## src/rtl/dso_cap_ctrl_pkg.sv

```systemverilog
// Shared definitions for the DSO capture controller.
// State encodings are also read back through MCU status, so keep them stable.
package dso_cap_ctrl_pkg;

  typedef enum logic [2:0] {
    ST_IDLE  = 3'd0,
    ST_PRE   = 3'd1,
    ST_ARMED = 3'd2,
    ST_POST  = 3'd3,
    ST_DONE  = 3'd4
  } cap_state_e;

  function automatic logic is_capturing(input cap_state_e s);
    return (s == ST_PRE) || (s == ST_ARMED) || (s == ST_POST);
  endfunction

endpackage

```

## src/rtl/dso_cap_ctrl.sv

```systemverilog
// Capture controller: pre-trigger fill, armed circular write, post-trigger count, done.
// Sequences sample-RAM writes and reports the trigger address for readout alignment.
module dso_cap_ctrl
  import dso_cap_ctrl_pkg::*;
#(
  parameter int ADDR_W = 10
) (
  input  logic              clk,
  input  logic              rst,
  input  logic              smp_en,
  input  logic              cap_start,
  input  logic              cap_abort,
  input  logic              force_trig,
  input  logic [ADDR_W-1:0] pre_len,
  input  logic              trig_sta,
  input  logic              trig_pluse,
  output logic              trig_clr,
  output logic              wr_en,
  output logic [ADDR_W-1:0] wr_addr,
  output logic [ADDR_W-1:0] trig_addr,
  output logic              cap_busy,
  output logic              cap_done
);

  localparam logic [ADDR_W:0] DEPTH_V = {1'b1, {ADDR_W{1'b0}}};

  cap_state_e        state, state_nxt;
  logic [ADDR_W-1:0] pre_q;
  logic [ADDR_W-1:0] pre_clamp;
  logic [ADDR_W:0]   cnt;
  logic [ADDR_W:0]   post_load;
  logic              trig_evt;
  logic              unused_trig_sta;

  // Trigger status is only observed; sequencing relies on the pulse.
  assign unused_trig_sta = trig_sta;

  // The pre_len port width already bounds the request to DEPTH-1.
  assign pre_clamp = pre_len;
  assign trig_evt  = (state == ST_ARMED) && (trig_pluse || force_trig);
  assign post_load = DEPTH_V - {1'b0, pre_q} - {{ADDR_W{1'b0}}, smp_en};

  assign wr_en    = smp_en && is_capturing(state);
  assign cap_busy = is_capturing(state);
  assign cap_done = (state == ST_DONE);
  assign trig_clr = !((state == ST_ARMED) || (state == ST_POST));

  always_ff @(posedge clk) begin
    if (rst) state <= ST_IDLE;
    else     state <= state_nxt;
  end

  always_comb begin
    state_nxt = state;
    case (state)
      ST_PRE:   if (smp_en && ((cnt + 1'b1) == {1'b0, pre_q})) state_nxt = ST_ARMED;
      ST_ARMED: if (trig_evt) state_nxt = (post_load == '0) ? ST_DONE : ST_POST;
      ST_POST:  if (smp_en && (cnt == {{ADDR_W{1'b0}}, 1'b1})) state_nxt = ST_DONE;
      default:  state_nxt = state;
    endcase
    if (cap_start) state_nxt = (pre_clamp != '0) ? ST_PRE : ST_ARMED;
    if (cap_abort) state_nxt = ST_IDLE;
  end

  // cnt counts pre-fill samples upward, then is reloaded as the post-trigger down-counter.
  always_ff @(posedge clk) begin
    if (rst) begin
      wr_addr   <= '0;
      trig_addr <= '0;
      pre_q     <= '0;
      cnt       <= '0;
    end else if (cap_abort) begin
      wr_addr   <= wr_addr;
    end else if (cap_start) begin
      wr_addr   <= '0;
      pre_q     <= pre_clamp;
      cnt       <= '0;
    end else begin
      if (wr_en) wr_addr <= wr_addr + 1'b1;
      case (state)
        ST_PRE:   if (smp_en) cnt <= cnt + 1'b1;
        ST_ARMED: if (trig_evt) begin
                    trig_addr <= wr_addr;
                    cnt       <= post_load;
                  end
        ST_POST:  if (smp_en) cnt <= cnt - 1'b1;
        default:  cnt <= cnt;
      endcase
    end
  end

endmodule

```

## config.mk

```make
export PLATFORM = sky130hd
export DESIGN_NAME = dso_cap_ctrl
export DESIGN_NICKNAME = d
export VERILOG_FILES = /design/src/rtl/dso_cap_ctrl_pkg.sv /design/src/rtl/dso_cap_ctrl.sv
export SDC_FILE = /design/constraint.sdc
export NUM_CORES = 1
export LEC_CHECK = 0
export BUFFER_PORTS_ARGS = -buffer_cell sky130_fd_sc_hd__clkbuf_2
export CAP_MARGIN = 5
export CORE_UTILIZATION = 53
export CTS_CLUSTER_SIZE = 16
export DETAILED_ROUTE_END_ITERATION = 6
export PLACE_DENSITY = 0.81
export SLEW_MARGIN = 20
export SYNTH_ARGS = -nofsm -noshare
export SYNTH_HDL_FRONTEND = slang
export SYNTH_SLANG_ARGS = --single-unit
export TNS_END_PERCENT = 100
```

## constraint.sdc

```tcl
create_clock -name clk -period 2.36 [get_ports clk]
set_input_delay 0.236 -clock clk [delete_from_list [all_inputs] [get_ports clk]]
set_output_delay 0.236 -clock clk [all_outputs]
set_load 0.03 [all_outputs]
```

==> results_dict.tcl <==
set metrics [dict create \
    status "finished, violations left" \
    violations "setup timing" \
    core_area_um2 5610 \
    utilization_pct 68.4 \
    period_share_pct 109 \
    floorplan.die.width_um 78.8 \
    rrSetupSlack_ns -0.21 \
    total_leakage_power_nw 1.53 \
    drtIter0Drc 295 \
    root_buffer "clkbuf_8" \
    worst_ep_arrival_time_ns 2.75 \
    max_freq_ghz 0.389 \
    cp-endpoint "state[1]$_SDFFE_PP0P_" \
    place_area_um2 3590 \
    viasPerCell 6.17 \
    place.gp.congestion 0.887 \
    drc_errors 0 \
    syn_area_per_cell_um2 7.68 \
    cp-end-kind "flop" \
    num_io_pins 42 \
    ant_nets 0 \
    crit_top_cell "ha_4" \
    cts.hold.buffers_added 0 \
    clockBufferDepth 2 \
    critPathBufInv 3 \
    crit_path_max_incr_delay_ns 0.36 \
    drive_gt1_share_pct 25.5 \
    synth.distinct_cells 64 \
    slowest_stage "and4bb_1" \
    cp_data_required_time_ns 2.54 \
    fin_tns_setup_ns -0.554 \
    crit_chain "inv_2 -> ha_4 -> ha_4 -> inv_2 -> ha_4 -> buf_4 -> xnor2_2 -> nand3_1 -> nor2_1 -> nand4_1 -> and4bb_1 -> o21ai_2 -> a32oi_1 -> nor3_2" \
    synthTopCellsByArea "dfxtp_1, nor2_1, ha_1" \
    startpoint_type "flop" \
    worst-r2r-cell-count 14 \
    worstHoldStart "pre_len[4]" \
    antenna_found_initial 0 \
    path_delay_family "simple AND/OR/NAND/NOR gates" \
    worstReg2RegStart "pre_q[0]$_SDFFE_PP0P_" \
    syn2layout_area_growth_pct 22.8 \
    synthAdderAreaFrac_pct 6.41 \
    path_depth 14 \
    cts_buffers 5 \
    seq_area_frac_synth_pct 28.2 \
    instances_no_fill 543 \
    slew_headroom_pct 57.9 \
    ys_seq_elements 44 \
    hold_viol_final 0 \
    power-per-cell-area_nw_per_um2 488 \
    synth_common_cells "nor2_1, dfxtp_1, nand2_1" \
    routedWlPerCell_um 17.4 \
    critical_path.max_fanout 2 \
    first_global_vias 3096 \
    worstMarginPinSlew_ns 0.630 \
    syn_area_um2 3120 \
    fin_nets 504 \
    rows 27 \
    grt_pass1_wl_mm 15.1 \
    clock_sinks 44 \
    start_util_pct 55.7 \
    synth_simple_gate_area_share_pct 26.2 \
    yosys.area.top_type "dfxtp_1" \
    synth_cells 407 \
    postRouteWirelength_mm 9.45 \
    die-area_um2 6210 \
    finalCriticalPeriod_ns 2.57 \
    skew_ns 0.0176 \
    grt_usage_pct 31.0 \
    clk_pin_slew_ns 0.10 \
    synth_xor_area_share_pct 8.13 \
    ys_async_sr_fraction_pct 0 \
    drv_cap 0 \
    yosysMostFrequentCell "nor2_1" \
    max-vdd-ir-drop_mv 0.380 \
    path_class "flop to flop" \
    grt.busiest_layer "met2" \
    synth_top_area_share_pct 28.2 \
    fin_area_um2 3840 \
    dpl.hpwl_mm 6.10 \
    placedCellCount 531 \
    yosys_warnings 0 \
    final_max_slew_viol_count 0 \
    diodes 0 \
    grt_use_met1_pct 39.4 \
    clkLatencyLatePin_ns 0.30 \
    rsz0062_at_grt "true" \
    grt_max_degree 21 \
    via_count 3349 \
    r2r_end "state[1]$_SDFFE_PP0P_" \
    synthMuxAreaShare_pct 3.52 \
    synth_top_family_by_area "simple AND/OR/NAND/NOR gates" \
    cts_tree "done" \
    synthFlopType "dfxtp_1" \
    synth-edff-count 0 \
    synth_nets 441 \
    io_buffers 40 \
    setup-violations-final 3 \
    crit_start "pre_q[0]$_SDFFE_PP0P_" \
    synth_compound_gate_area_share_pct 22.1 \
    hp-class "input port to flop" \
    dieHeight_um 78.8 \
    grt_overflow_total 0 \
    met2_usage_pct 51.3 \
    use_met3_pct 5.75 \
    cts_max_level 2 \
    drtPass1Iterations 5 \
    finalWorstSetupSlack_ns -0.210 \
]
-- power breakdown --
group          leakage (nW)  switching, mW  total, mW  internal [mW]
Sequential            0.357         0.0182      0.774          0.756
Combinational          1.12          0.275      0.495          0.220
Clock                0.0583          0.283      0.603          0.319
Total                  1.53          0.577       1.87           1.30
-- layout make-up --
| class | count | area, um^2 |
|---|---|---|
| clock buffer | 5 | 68.8 |
| timing repair buffer | 79 | 497 |
| tap | 72 | 90.1 |
| fill | 467 | 1770 |
| multi-input combinational | 323 | 2180 |
| clock inverter | 3 | 47.5 |
| inverter | 17 | 63.8 |
| sequential | 44 | 885 |
-- cell families (layout without fill, tap and decap cells) --
family	after synthesis	in the layout
DFF	44	44
xor gates and xnor gates	29	29
muxes	11	11
and+or+nand+nor	166	166
adders and majority gates	16	16
buffers and inverters	40	104
AOI/OAI and AO/OA	101	101
-- worst min-delay path by stage --
stage,end,depth (start not counted),slack (ns)
floorplan,pre_q[0]$_SDFFE_PP0P_,2,0.36
global placement,pre_q[7]$_SDFFE_PP0P_,2,0.46
detailed placement,pre_q[4]$_SDFFE_PP0P_,2,0.47
CTS,pre_q[4]$_SDFFE_PP0P_,3,0.16
global route,pre_q[7]$_SDFFE_PP0P_,3,0.16
finish,pre_q[4]$_SDFFE_PP0P_,3,0.16
-- sequential cells by signal (all words and copies together), names as in the netlist --
signal / count
trig_addr: 10
wr_addr: 10
cnt: 11
state: 3
pre_q: 10
-- through the flow --
step	setup slack (ns)	total power, mW	hold slack (ns)
after global routing	-0.297	1.95	0.162
final	-0.210	1.87	0.162
after detailed placement	-0.208	1.20	0.470
after floorplan	0.0130	1.06	0.364
after global placement	-0.108	1.19	0.464
after CTS	-0.0731	1.84	0.156
-- layout by cell type, fill, tap and decap left out, types with 14 or more instances in the layout --
master    synthesis  layout
buf_4             0      38
xor2_1           14      14
clkbuf_2          1      40
a21oi_1          34      33
dfxtp_1          44      41
xnor2_1          15      14
nor2_1           54      54
nand2_1          42      42
o21ai_0          15      14
inv_1            16      14
-- worst min-delay path: cells and delay by family --
kind	cells	cell delay, ns
AO/OA/AOI/OAI	1	0.05
AND/OR/NAND/NOR	1	0.05
buffers and inverters	1	0.09
-- timing repair --
action | CTS | global route
buffers inserted | 2 | 2
endpoints found under the setup margin | 4 | 4
pin swaps | 7 | 2
resized for setup | 15 | 3
-- metal layers --
metal	vias to the layer above	wire length, um
met1	1559	3770
met5	-	0
met3	32	787
met2	178	4620
li1	1580	-
met4	0	263
Note: power is estimated with default switching activity, not from simulation.
